File: config.mk
export PLATFORM = sky130hd
export DESIGN_NAME = plic_lite
export DESIGN_NICKNAME = d
export VERILOG_FILES = /design/src/rtl/plic_lite.sv
export SDC_FILE = /design/constraint.sdc
export NUM_CORES = 1
export LEC_CHECK = 0
export ABC_CLOCK_PERIOD_IN_PS = 23000
export CORE_MARGIN = 3
export CORE_UTILIZATION = 40
export CTS_CLUSTER_DIAMETER = 80
export DETAILED_ROUTE_END_ITERATION = 16
export SLEW_MARGIN = 10
export SYNTH_ARGS = -nofsm -noshare
export SYNTH_HDL_FRONTEND = slang
export SYNTH_SLANG_ARGS = --single-unit
File: constraint.sdc
create_clock -name clk -period 23 [get_ports clk]
set_input_delay 2.3 -clock clk [delete_from_list [all_inputs] [get_ports clk]]
set_output_delay 2.3 -clock clk [all_outputs]
set_load 0.01 [all_outputs]
File: src/rtl/plic_lite.sv
// Platform-level interrupt arbiter: per-source level gateways, priority/enable/threshold
// registers and a claim/complete handshake feeding the CPU's machine external interrupt line.
module plic_lite #(
    parameter int NSRC   = 8,
    parameter int PRIO_W = 3,
    parameter int XLEN   = 32
) (
    input  logic              clk,
    input  logic              rst,
    input  logic [NSRC-1:0]   irq_src,
    input  logic [11:0]       addr,
    input  logic [XLEN-1:0]   wdata,
    input  logic              wenable,
    input  logic              renable,
    output logic [XLEN-1:0]   rdata,
    output logic              mei_pending
);

    localparam logic [9:0] W_PEND  = 10'h020;
    localparam logic [9:0] W_EN    = 10'h040;
    localparam logic [9:0] W_THR   = 10'h080;
    localparam logic [9:0] W_CLAIM = 10'h081;

    // Bit gi of every per-source vector belongs to source ID gi+1.
    logic [NSRC-1:0][PRIO_W-1:0] prio_reg, prio_next;
    logic [NSRC-1:0]             enable_reg, enable_next;
    logic [PRIO_W-1:0]           thr_reg, thr_next;
    logic [NSRC-1:0]             pending_reg, pending_next;
    logic [NSRC-1:0]             inflight_reg, inflight_next;
    logic [NSRC-1:0]             claim_hit, cpl_hit;
    logic [9:0]                  word;
    logic                        rd_stb, claim, complete;
    logic [4:0]                  best_id;
    logic [XLEN-1:0]             rd_mux;
    logic                        unused_bits;

    // Highest priority strictly above the threshold wins; ascending scan keeps the lowest ID on ties.
    function automatic logic [4:0] pick(
        input logic [NSRC-1:0]             pend,
        input logic [NSRC-1:0]             en,
        input logic [NSRC-1:0][PRIO_W-1:0] pr,
        input logic [PRIO_W-1:0]           thr
    );
        logic [PRIO_W-1:0] top;
        logic [4:0]        id;
        top = thr;
        id  = '0;
        for (int i = 0; i < NSRC; i++) begin
            if (pend[i] && en[i] && (pr[i] > top)) begin
                top = pr[i];
                id  = 5'(i + 1);
            end
        end
        return id;
    endfunction

    assign word        = addr[11:2];
    assign unused_bits = ^{addr[1:0], wdata};
    assign rd_stb      = renable && !wenable;
    assign claim       = rd_stb && (word == W_CLAIM);
    assign complete    = wenable && (word == W_CLAIM);
    assign best_id     = pick(pending_reg, enable_reg, prio_reg, thr_reg);
    assign enable_next = (wenable && word == W_EN) ? wdata[NSRC:1] : enable_reg;
    assign thr_next    = (wenable && word == W_THR) ? wdata[PRIO_W-1:0] : thr_reg;

    for (genvar gi = 0; gi < NSRC; gi++) begin : g_src
        assign claim_hit[gi]     = claim && (best_id == 5'(gi + 1));
        assign cpl_hit[gi]       = complete && inflight_reg[gi] && (wdata[4:0] == 5'(gi + 1));
        assign prio_next[gi]     = (wenable && word == 10'(gi + 1)) ? wdata[PRIO_W-1:0] : prio_reg[gi];
        // A completing source passes through IDLE, so a held level re-pends one edge later.
        assign pending_next[gi]  = pending_reg[gi] ? !claim_hit[gi]
                                                   : (!inflight_reg[gi] && irq_src[gi]);
        assign inflight_next[gi] = inflight_reg[gi] ? !cpl_hit[gi] : claim_hit[gi];
    end

    always_comb begin
        rd_mux = '0;
        for (int i = 0; i < NSRC; i++) begin
            if (word == 10'(i + 1)) rd_mux = XLEN'(prio_reg[i]);
        end
        if (word == W_PEND)  rd_mux = XLEN'({pending_reg, 1'b0});
        if (word == W_EN)    rd_mux = XLEN'({enable_reg, 1'b0});
        if (word == W_THR)   rd_mux = XLEN'(thr_reg);
        if (word == W_CLAIM) rd_mux = XLEN'(best_id);
    end

    always_ff @(posedge clk) begin
        if (rst) begin
            prio_reg     <= '0;
            enable_reg   <= '0;
            thr_reg      <= '0;
            pending_reg  <= '0;
            inflight_reg <= '0;
            rdata        <= '0;
            mei_pending  <= 1'b0;
        end else begin
            prio_reg     <= prio_next;
            enable_reg   <= enable_next;
            thr_reg      <= thr_next;
            pending_reg  <= pending_next;
            inflight_reg <= inflight_next;
            if (rd_stb) rdata <= rd_mux;
            // Claims and register writes reach the line at once; fresh source edges wait one
            // edge in the gateway, giving the two-cycle source-to-line latency.
            mei_pending  <= (pick(pending_reg & ~claim_hit, enable_next, prio_next, thr_next) != 5'd0);
        end
    end

endmodule

==> results.md <==
Detailed routing:
- After the first detailed-routing iteration, the DRC count stood at 401.
- For this block, the via count after detailed routing is 5,064.
- The iteration count of the initial detailed-routing pass is 5.
- After detailed routing, the number of vias per cell comes to 5.88.
- In the routed design, unresolved DRC markers number 0.
- The detail route stage leaves a number of antenna-violating nets equal to 0.
- Wires add up to 16,400 um.
- The routed length per instance is 19.1 um.

Critical path:
- The kind of critical path is reg2reg.
- The worst endpoint data arrival time is 21.74 ns.
- The cell occurring most often along the worst timing path is ha_1.
- In this run the worst path has a maximum fanout of 10.
- For this design, the slowest cell found on the critical path is dfxtp_1.
- Data on the critical path is required at its endpoint by 23.16 ns.
- The endpoint kind of the worst setup timing path is a register.
- The kind of launch point of the worst setup path is a register.
- On the worst path, the slowest cell contributes a delay of 0.47 ns.

Synth:
- Each instance of the synthesized netlist takes up on average 7.78 um^2.
- The number of instances in the synthesized netlist is 654.
- For this run, the leading register cell type out of synthesis is dfxtp_1.
- The share of synthesized area in the top cell type comes to 24.0%.
- The count of flip-flops with a built-in enable after synthesis is 0.
- In the post-synthesis netlist, the biggest area contributors are dfxtp_1, mux2i_1, ha_1, nor2_1, a21oi_1.
- Yosys printed 0 warnings.
- The share of synthesized registers carrying an async set or reset is 0%.
- The flip-flop and latch count after synthesis is 61.
- The cell area after technology mapping is 0.00509 mm^2.
- The cell type contributing the most total cell area after synthesis is dfxtp_1.
- The post-synthesis cell type count is 81.
- The post-synthesis sequential area ratio is 24.0%.

Floorplan:
- The total area inside the core boundary comes to 0.0122 mm^2.
- The floorplan has 40 rows.
- The width of the die is 119 um.
- The vertical die dimension is 119 um.
- Pin placement for this block handled 89 I/O pins.
- For this configuration, the core starts out at a cell density of 41.7%.
- The floorplan die area is 0.0141 mm^2.

Global routing:
- The wire length of the first global-routing pass is 25,800 um.
- The total overflow left after global routing is 0.
- The global-route usage over all layers is 23.0%.
- The via count of the first global-routing pass is 4,798.
- Entering global routing, the biggest net connects 62 pins.
- The number of antenna violations at the first check in global routing was 0.

Place:
- During placement, the flow inserted port buffers numbering 40.
- The sum of net half-perimeters after detailed placement is 12,500 um.
- The routability congestion estimate from global placement is 0.882.
- Once placement completed, the tool counted placed cells totaling 843.

CTS:
- At the later pin of the worst-skew pair, clock insertion delay measures 0.34 ns.
- The total number of clock tree sinks is 61.
- The clock transition at the registers of the reported paths is 0.05 ns.
- Counting along the longest clock path gives a buffer depth of 2.
- The clock tree synthesis step divided the H-tree into 3 levels.
- The clock root buffer master is clkbuf_16.
- TritonCTS created 9 clock buffers.
- TritonCTS built the clock tree.
- The number of hold-repair buffers added at the cts stage is 0.

STA:
- In the final timing run, aggregate negative setup slack is 0 ns.
- In the finished design, the share of the clock period the worst path needs comes to 93.8%.
- The number of setup violations in the final report is 0.
- At the pin with the least slew margin, the transition time is 1.16 ns.
- Based on the critical path, the design can be clocked at up to 46.3 MHz.
- The shortest clock period the worst path allows after layout is 21.58 ns.
- Measured against its own limit, the worst slew margin works out to 22.9%.
- For the final database, setup skew stands at 0.00744 ns.
- The number of pins exceeding their max-slew limit in the final report is 0.
- The count of endpoints failing hold in the final timing report was 0.

Layout:
- The total inserted antenna cells is 0.
- The finished layout holds 861 standard cells, fillers aside.
- Cells with a size suffix above 1 make up 11.5% of the layout.
- The flip-flop count of the largest register, all copies and words added is 24.
- The net count of the finished layout is 773.
- The layout overhead on the synthesized area is 16.4%.

Min path:
- The worst hold path belongs to the class reg2reg.

Status:
- The run finished with clean final reports.

Power and ir drop:
- The peak ir drop on the vdd network is 0.0224 mV.
- In this run the power density over the cells is 42.6 mW/mm^2.
- Summed over all cells, the static leakage comes to 2.36 nW.

Flow run:
- Max-cap violations in this run came to 0.
## power by group
group          total (W)  internal, W  switching (W)
logic          0.0000189   0.00000786      0.0000111
registers       0.000110     0.000107     0.00000244
clock network   0.000124    0.0000747      0.0000489
total           0.000252     0.000190      0.0000624
## worst max-delay path, delay by kind of cell (launching register included)
kind	cells	cell delay, ns
compound gates	43	7.89
fa+ha+maj	18	4.86
simple gates	28	4.79
mux	8	2.59
buf+inv	7	0.74
flops	1	0.47
## Yosys cell counts (3+ instances only)
master,count
mux2_2,12
nand2b_1,8
a311oi_1,6
and2_1,3
or3b_2,3
o21ai_0,24
nor2b_1,10
and3_1,3
nor4_1,4
clkbuf_1,19
nor4b_1,3
nand2_1,49
ha_1,28
a21oi_1,38
inv_1,39
o31ai_1,8
a221oi_1,4
maj3_1,4
o211ai_1,4
nor3b_1,8
buf_4,23
or2_2,5
dfxtp_1,61
nor3_1,15
nor2_2,3
nor2_1,91
o21a_1,4
nand4_1,4
a22oi_1,9
mux2i_1,39
a22o_1,6
o21ai_1,3
a31oi_1,15
nand3_1,23
nand3b_1,4
a21o_1,9
a211oi_1,3
a21oi_2,4
## cell usage in the layout, fill, tap and decap left out, types with 6 or more instances in the layout
| master | synthesis | layout |
|---|---|---|
| o21ai_0 | 24 | 22 |
| nand2_1 | 49 | 48 |
| mux2_2 | 12 | 12 |
| nor3b_1 | 8 | 7 |
| inv_1 | 39 | 39 |
| nand2b_1 | 8 | 8 |
| o31ai_1 | 8 | 8 |
| nor2b_1 | 10 | 10 |
| a21o_1 | 9 | 9 |
| clkdlybuf4s50_1 | 0 | 39 |
| nor2_1 | 91 | 91 |
| a21oi_1 | 38 | 35 |
| ha_1 | 28 | 28 |
| nor3_1 | 15 | 15 |
| dfxtp_1 | 61 | 61 |
| a22oi_1 | 9 | 9 |
| mux2i_1 | 39 | 37 |
| conb_1 | 1 | 23 |
| nand3_1 | 23 | 23 |
| clkbuf_16 | 0 | 9 |
| a31oi_1 | 15 | 14 |
| a22o_1 | 6 | 6 |
| buf_4 | 23 | 6 |
| a311oi_1 | 6 | 6 |
## final timing paths
kind / from / end / slack [ns] / cells past startpoint
max: thr_reg[1] / mei_pending / 1.42 / 104
min: inflight_reg[0] / inflight_reg[0] / 0.48 / 1
max reg2reg: thr_reg[1] / mei_pending / 1.42 / 104
min reg2reg: inflight_reg[0] / inflight_reg[0] / 0.48 / 1
## per-stage QoR
step	setup slack, ns	total power [W]	cell area [um^2]	util, %	hold slack [ns]
2_1_floorplan	3.61	0.000124	5170	-	0.435
3_3_place_gp	1.19	0.000130	5550	45.4	0.465
3_5_place_dp	0.756	0.000130	5550	45.4	0.471
4_1_cts	0.667	0.000252	5820	47.6	0.478
5_1_grt	-0.0983	0.000259	5920	48.5	0.510
6_report	1.42	0.000252	5920	48.5	0.475
## cell type report
cell class,instances,area [um^2]
clock buffer,11,243
clock inverter,4,25.0
fill,1249,6290
inverter,39,146
multi-input combinational,532,3640
sequential,61,1220
tap,168,210
timing repair buffer,46,440
## logic make-up (layout without fill, tap and decap cells)
logic type      Yosys count  in the layout  share of synthesized area, %
simple gates            248            248                          24.3
fa+ha+maj                33             33                          7.89
compound gates          176            176                          25.1
buf+inv                  83            100                          7.96
other cells               1             23                        0.0737
mux                      52             52                          10.6
flops                    61             61                          24.0
## routing by layer
metal / GRT usage, % / routed length (um) / vias up
met4: 9.41 / 427 / 0
met3: 3.30 / 1050 / 27
met2: 37.4 / 7730 / 187
met1: 30.6 / 7220 / 2416
met5: 0 / 0 / -
li1: - / - / 2434
## what timing repair did
action,4_1_cts,5_1_grt
gates resized for setup,0,17
setup endpoints to repair,0,1
buffers inserted,0,3
endpoints found under the hold margin,0,0
No activity file was read; power rests on OpenSTA's default activity.
